$ cat src/rtl/imem_loader_pkg.sv
// Shared types and constants for the instruction-memory loader.
// State encoding, bytes per word and address stride between words.
package imem_loader_pkg;

    typedef enum logic [2:0] {
        IDLE,
        LOAD,
        WRITE,
        CSUM,
        FIN
    } state_t;

    localparam int          WORD_BYTES = 4;
    localparam logic [63:0] ADDR_STEP  = 64'd4;

endpackage

$ cat src/rtl/imem_byte_packer.sv
// Packs bytes little-endian into a 32-bit word; lane 0 lands in bits [7:0].
// Latency: word/word_full are combinational with the 4th strobe; no backpressure.
import imem_loader_pkg::*;

module imem_byte_packer (
    input  logic        CLK,
    input  logic        resetl,
    input  logic        clear,
    input  logic        strobe,
    input  logic [7:0]  byte_in,
    output logic [31:0] word,
    output logic        word_full
);

    logic [1:0]  lane;
    logic [31:0] acc;

    // Merge the incoming byte so the full word is visible on the 4th strobe.
    always_comb begin
        word = acc;
        if (strobe) begin
            word[{lane, 3'b000} +: 8] = byte_in;
        end
    end

    assign word_full = strobe && (lane == 2'(WORD_BYTES - 1));

    always_ff @(posedge CLK or negedge resetl) begin
        if (!resetl) begin
            lane <= 2'd0;
            acc  <= 32'd0;
        end else if (clear) begin
            lane <= 2'd0;
            acc  <= 32'd0;
        end else if (strobe) begin
            lane <= lane + 2'd1;
            acc  <= word;
        end
    end

endmodule

$ cat src/rtl/imem_loader.sv
// Byte-stream to instruction-memory writer; holds the CPU while loading.
// Latency: wr_en one cycle after the 4th byte of a word; in_ready low outside LOAD/CSUM.
// Optional IMEM_LOADER_CHECKSUM_EN: trailing two's-complement checksum byte.
import imem_loader_pkg::*;

module imem_loader #(
    parameter int          MAX_WORDS = 64,
    parameter logic [63:0] BASE_ADDR = 64'h0
) (
    input  logic        CLK,
    input  logic        resetl,
    input  logic        start,
    input  logic [15:0] num_words,
    input  logic        in_valid,
    input  logic [7:0]  in_data,
    output logic        in_ready,
    output logic        wr_en,
    output logic [63:0] wr_addr,
    output logic [31:0] wr_data,
    output logic        busy,
    output logic        cpu_hold,
    output logic        done,
    output logic        err
);

    state_t      state, state_nxt;
    logic [15:0] words_q;
    logic [15:0] word_idx;
    logic        start_ok;
    logic        over_cap;
    logic        range_bad;
    logic        byte_hs;
    logic        last_word;
    logic [31:0] word;
    logic        word_full;

    assign start_ok  = (state == IDLE) && start;
    assign over_cap  = int'(num_words) > MAX_WORDS;
    assign range_bad = (num_words == 16'd0) || over_cap;
    assign byte_hs   = in_valid && in_ready && (state == LOAD);
    assign last_word = (word_idx + 16'd1) == words_q;

`ifdef IMEM_LOADER_CHECKSUM_EN
    logic [7:0] sum;
    logic       csum_hs;
    assign csum_hs = in_valid && in_ready && (state == CSUM);
`endif

    imem_byte_packer u_packer (
        .CLK       (CLK),
        .resetl    (resetl),
        .clear     (start_ok),
        .strobe    (byte_hs),
        .byte_in   (in_data),
        .word      (word),
        .word_full (word_full)
    );

    always_ff @(posedge CLK or negedge resetl) begin
        if (!resetl) begin
            state <= IDLE;
        end else begin
            state <= state_nxt;
        end
    end

    always_comb begin
        state_nxt = state;
        case (state)
            IDLE:  if (start) state_nxt = range_bad ? FIN : LOAD;
            LOAD:  if (word_full) state_nxt = WRITE;
`ifdef IMEM_LOADER_CHECKSUM_EN
            WRITE: state_nxt = last_word ? CSUM : LOAD;
            CSUM:  if (csum_hs) state_nxt = FIN;
`else
            WRITE: state_nxt = last_word ? FIN : LOAD;
`endif
            FIN:   state_nxt = IDLE;
            default: state_nxt = IDLE;
        endcase
    end

    always_comb begin
        in_ready = (state == LOAD) || (state == CSUM);
        wr_en    = (state == WRITE);
        busy     = (state != IDLE);
        cpu_hold = (state != IDLE);
        done     = (state == FIN);
    end

    // wr_addr/wr_data load with the completing byte so they are stable during WRITE.
    always_ff @(posedge CLK or negedge resetl) begin
        if (!resetl) begin
            words_q  <= 16'd0;
            word_idx <= 16'd0;
            wr_addr  <= 64'd0;
            wr_data  <= 32'd0;
            err      <= 1'b0;
`ifdef IMEM_LOADER_CHECKSUM_EN
            sum      <= 8'd0;
`endif
        end else begin
            if (start_ok) begin
                words_q  <= num_words;
                word_idx <= 16'd0;
                err      <= over_cap;
            end
            if (word_full) begin
                wr_data <= word;
                wr_addr <= BASE_ADDR + ADDR_STEP * 64'(word_idx);
            end
            if (state == WRITE) begin
                word_idx <= word_idx + 16'd1;
            end
`ifdef IMEM_LOADER_CHECKSUM_EN
            if (start_ok) begin
                sum <= 8'd0;
            end else if (byte_hs) begin
                sum <= sum + in_data;
            end
            if (csum_hs && (in_data != 8'(~sum + 8'd1))) begin
                err <= 1'b1;
            end
`endif
        end
    end

endmodule

$ cat config.mk
export PLATFORM = sky130hd
export DESIGN_NAME = imem_loader
export DESIGN_NICKNAME = d
export VERILOG_FILES = /design/src/rtl/imem_loader_pkg.sv /design/src/rtl/imem_byte_packer.sv /design/src/rtl/imem_loader.sv
export SDC_FILE = /design/constraint.sdc
export NUM_CORES = 1
export LEC_CHECK = 0
export CAP_MARGIN = 30
export CORE_ASPECT_RATIO = 0.9
export CORE_UTILIZATION = 40
export DETAILED_ROUTE_END_ITERATION = 12
export PLACE_DENSITY_LB_ADDON = 0.05
export SLEW_MARGIN = 10
export SYNTH_ARGS = -nofsm -noshare
export SYNTH_HDL_FRONTEND = slang
export SYNTH_SLANG_ARGS = --single-unit
$ cat constraint.sdc
create_clock -name CLK -period 4.04 [get_ports CLK]
set_clock_uncertainty 0.15 [all_clocks]
set_input_delay 0.808 -clock CLK [delete_from_list [all_inputs] [get_ports CLK]]
set_output_delay 0.808 -clock CLK [all_outputs]
set_load 0.03 [all_outputs]
# --- Yosys cells after proc, flatten, opt, wreduce, memory -nomap -nowiden ---
# Cells that the tools add are included.
# W data, S select, Z words.
word_totals:
  register_bits: 118
  word_cells: 47
  input_bits: 28
  out_inout_bits: 102
classes:
  shift: 2
  muxes: 13
  add_sub_neg: 3
  magnitude_cmp: 1
  n_eq_ne: 8
  reduce_logical: 12
op_table:
  columns: ["op", "count"]
  rows:
  - ["$mux W32", 3]
  - ["$bwmux W32", 1]
  - ["$mux W16", 2]
  - ["$shift A8 B7 Y32 const A", 1]
  - ["$shiftx A8 B7 Y32", 1]
  - ["$add A16 B1 Y16 const B", 1]
  - ["$eq A16 B16 Y1", 1]
  - ["$gt A16 B7 Y1 const B", 1]
  - ["$logic_not A16 Y1", 1]
  - ["$mux W3", 4]
  - ["$pmux W3 S3", 1]
  - ["$neg A5 Y7", 1]
  - ["$eq A3 B2 Y1 const B", 2]
  - ["$logic_and A1 B1 Y1", 4]
  - ["$mux W2", 2]
  - ["$reduce_bool A2 Y1", 2]
  - ["$eq A3 B1 Y1 const B", 1]
  - ["$eq A3 B3 Y1 const B", 1]
  - ["$logic_not A3 Y1", 1]
  - ["$reduce_bool A3 Y1", 1]
  - ["$add A2 B1 Y2 const B", 1]
  - ["$eq A2 B2 Y1 const B", 1]
  - ["$logic_or A1 B1 Y1", 2]
  - ["$ne A2 B1 Y1 const B", 1]
  - ["other kinds (2)", 2]

# --- Longest topological paths before layout ---
depth:
  ltp_word: 7
  depth_mapped: 8
  mapped_depth_nobuf: 7

# --- Cells and area by module ---
# A second synthesis with hierarchy kept.
hier_totals:
  hier_cells: 539
  area_unflattened_um2: 6007.0
by_module_without_submodules:
  columns: ["mod", "instances", "cells_per_inst", "seq_area_each_um2", "area_each_um2"]
  rows:
  - ["imem_loader", 1, 383, 2102.0, 4351.7]
  - ["imem_byte_packer", 1, 156, 850.8, 1655.3]

# --- Worst setup path after synthesis ---
# No wires, ideal clock.
synth_timing:
  path_type: "in2reg"
  start: "input port in_valid"
  end: "register wr_addr[10]"
  path_buffers: 3
  setup_slack_ns: 1.765
  path_stages: 6
  t_required_ns: 3.765
  arrival_time_ns: 2.000
  setup_time_ns: 0.125
  cell_sequence: "and3_1 > buf_4 > nand2_1 > buf_2 > buf_2 > mux2_2"
synth_between:
  elab_chain_len: 3
synth_rtl:
  columns: ["element", "line", "source"]
  rows:
  - ["start: declaration", "imem_loader.sv:14", "input logic in_valid,"]
  - ["$logic_and A1 B1 Y1 (2 in series)", "imem_loader.sv:40", "assign byte_hs = in_valid && in_ready && (state == LOAD);"]
  - ["$logic_and A1 B1 Y1", "imem_byte_packer.sv:26", "assign word_full = strobe && (lane == 2'(WORD_BYTES - 1));"]
  - ["end signal: assignment", "imem_loader.sv:110", "wr_addr <= BASE_ADDR + ADDR_STEP * 64'(word_idx);"]
  - ["end: declaration", "imem_loader.sv:18", "output logic [63:0] wr_addr,"]
# No other way between the ends.
# A chain may end at the register's enable or synchronous reset.

# --- Worst setup path in the final report ---
layout_timing:
  start: "input port in_valid"
  end: "register wr_data[0]"
layout_between:
  elab_chain_len: 3
  word_cells_on_any_way: 4
  cone_classes: "1 x mux; 3 x reduce/logical"
layout_rtl:
  columns: ["element", "line", "source"]
  rows:
  - ["$logic_and A1 B1 Y1 (*) (2 in series)", "imem_loader.sv:40", null]
  - ["$mux W32 / $logic_and A1 B1 Y1 (equally long branches)", "imem_byte_packer.sv:21, imem_byte_packer.sv:26", null]
  - ["end signal: assignment", "imem_loader.sv:109", "wr_data <= word;"]
  - ["end: declaration", "imem_loader.sv:19", "output logic [31:0] wr_data,"]
# Mark *: on every way between the ends. The rest lies on a longest branch, timed or not.

==> results.json <==
{
  "max_slew.worst_pin.slew_ns": 0.8909,
  "cpPeakStageDelay_ns": 0.75,
  "initial_core_util_pct": 41.16,
  "firstDrtPassIters": 11,
  "synth-edff-count": 0,
  "multi_input_area_um2": 2351,
  "crit_required_ns": 4.16,
  "crit_buf_inv": 1,
  "dieWidth_um": 125.6,
  "clockBufferDepth": 2,
  "cp_cell_sequence": "clkdlybuf4s50_1, and3_1, nand2_1, nor4b_4, a22oi_1, o21ai_0",
  "cap_violations": 0,
  "ys_warn_count": 0,
  "ant_nets": 0,
  "fin_ws_ns": 1.028,
  "port_buffers": 81,
  "synthTopCellsByCount": "110 x dfrtp_1, 97 x nand2_1, 52 x buf_4, 44 x o21ai_0, 32 x a22o_1",
  "syn_avg_cell_area_um2": 10.20,
  "hp-class": "reg2reg",
  "pwr-share-comb_pct": 13.0,
  "rsz0062_at_grt": "no",
  "post_dp_cell_area_um2": 6210,
  "placedCellCount": 756,
  "final_cells": 772,
  "cts_hold_buf": 0,
  "power.leakage_nw": 2.897,
  "grt_start_max_net_pins": 111,
  "cts_tree": "yes",
  "fmax_mhz": 332.0,
  "slew_headroom_pct": 40.38,
  "wl_per_cell_um": 15.91,
  "yosysTopAreaCellShare_pct": 50.05,
  "place.gp.congestion": 0.8093,
  "critPathMaxFanout": 16,
  "grt_use_total_pct": 18.18,
  "finalCritPeriodShare_pct": 74.55,
  "cts_resized": 0,
  "crit_arrival_ns": 3.13,
  "h-tree-depth": 3,
  "synthArstFlopShare_pct": 100.0,
  "die_h_um": 113.2,
  "diodes": 0,
  "synth.most_common_cell": "dfrtp_1",
  "ys_ff_latch": 110,
  "crit_start": "in_valid",
  "switchingPower_mw": 0.6418,
  "p_per_area_nw_per_um2": 373.7,
  "p_seq_share_pct": 48.2,
  "rows": 40,
  "critical_path_class": "in2reg",
  "utilization_pct": 48.83,
  "intPower_mw": 1.797,
  "dpl.hpwl_mm": 8.360,
  "setup_tns_ns": 0,
  "ff_latch_area_um2": 2753,
  "vias": 3953,
  "num-fill-cells": 1224,
  "worstHoldStart": "wr_data[23]",
  "io_pins": 130,
  "cts.sinks": 110,
  "slew_viol_final": 0,
  "core-area_um2": 13360,
  "finalWirelength_mm": 12.28,
  "nNetsFinal": 633,
  "layout-area-overhead-vs-synth_pct": 18.63,
  "grt_remaining_overflow": 0,
  "min_period_ns": 3.012,
  "routed_via_density": 5.120,
  "p_sw_share_pct": 26.32,
  "drive_above_1_share_pct": 8.775,
  "synth_top_cells_by_area": "dfrtp_1 50%, buf_4 7.1%, nand2_1 6.6%",
  "cts-root-buf": "clkbuf_16",
  "grt_pass1_vias": 3596,
  "power_mw": 2.438,
  "ys_seq_area_share_pct": 50.05,
  "outcome": "finished with violations",
  "finalHoldViolCount": 0,
  "grt_antenna_before_repair": 0,
  "drcViolationCount": 10,
  "rr_startpoint": "word_idx[0]",
  "whs_ns": 0.3258,
  "end_kind": "register",
  "cts_setup_buffers": 0,
  "critical-path-top-delay-family": "simple AND/OR/NAND/NOR gates",
  "clkTransAtPathRegs_ns": 0.07,
  "violations": "design-rule violations",
  "synth-main-ff-cell": "dfrtp_1",
  "synth_area_leader_cell": "dfrtp_1",
  "synth_cells": 539,
  "clkPwrFrac_pct": 38.8,
  "synthDistinctLibCells": 47,
  "cts_buffers": 9,
  "crit_path_start_kind": "primary input",
  "drt_iter0_drc": 222,
  "crit_slowest_cell": "nor4b_4",
  "clock_latency_ns": 0.35,
  "synth_area_um2": 5500,
  "fin_area_um2": 6525,
  "place_ws_ns": 0.6633,
  "setup_viol": 0,
  "vdd_drop_max_v": 0.0002470,
  "design.die.area_um2": 14220,
  "grt_pass1_wl_mm": 19.83
}
-- sequential cells by signal, indices dropped and copies added, names as in the netlist --
register       cells
wr_data           32
state              3
err                1
words_q           16
wr_addr           16
u_packer.lane      2
word_idx          16
u_packer.acc      24
-- cell usage in the layout (no fill, tap or decap), drive strengths merged, types with 10 or more instances in the layout --
cell             n
nor2            19
xnor2           15
o21ai           44
clkdlybuf4s50   80
dfrtp          110
a22o            32
conb            48
mux2            15
nand2           99
clkbuf          10
a22oi           25
-- cell type report --
class / instances / area share, %
flip-flops and latches: 110 / 42.19
multi-input cells: 383 / 36.03
repair buffers: 87 / 13.27
clock buffers: 10 / 3.509
well taps: 168 / 3.221
clock inverters: 6 / 1.323
inverters: 8 / 0.4602
-- kinds of logic (layout without fill, tap and decap cells) --
family,after synthesis,after routing,synth area share [%]
simple gates,163,163,14.99
compound gates,126,126,15.74
flops,110,110,50.05
buf+inv,93,111,10.46
xor+xnor,24,24,4.072
mux,16,16,3.253
fa+ha+maj,6,6,1.365
other cells,1,48,0.06818
-- path summary, 6_finish.rpt --
path | end | slack [ns] | cells after the start
setup / recovery | wr_data[0] | 1.03 | 6
hold / removal | wr_data[23] | 0.33 | 2
setup reg to reg | state[0] | 1.33 | 7
hold reg to reg | wr_data[23] | 0.33 | 2
max in group asynchronous | err | 2.92 | 2
min in group asynchronous | wr_data[14] | 0.36 | 2
-- worst register-to-register path, stage by stage, from the launching register on --
cell	delay, ns
dfrtp_1	0.48
ha_1	0.36
nand4_4	0.13
or2_0	0.39
o41ai_2	0.44
nand4_1	0.17
nor4_2	0.35
o21ai_0	0.11
-- layer usage --
| layer | track usage [%] | vias to the layer above | wire, um |
|---|---|---|---|
| met5 | 0 | - | 0 |
| li1 | - | 1900 | - |
| met3 | 5.012 | 6 | 840 |
| met2 | 25.19 | 150 | 5101 |
| met4 | 4.797 | 0 | 72 |
| met1 | 27.54 | 1897 | 6269 |
-- power by group through the flow --
stage / Clock, mW / Sequential (mW) / Combinational (mW)
CTS: 0.974 / 1.17 / 0.320
global route: 1.01 / 1.18 / 0.344
floorplan: 0 / 1.22 / 0.202
global placement: 0 / 1.19 / 0.317
detailed placement: 0 / 1.20 / 0.319
finish: 0.947 / 1.17 / 0.317
Note: power is estimated with default switching activity, not from simulation.
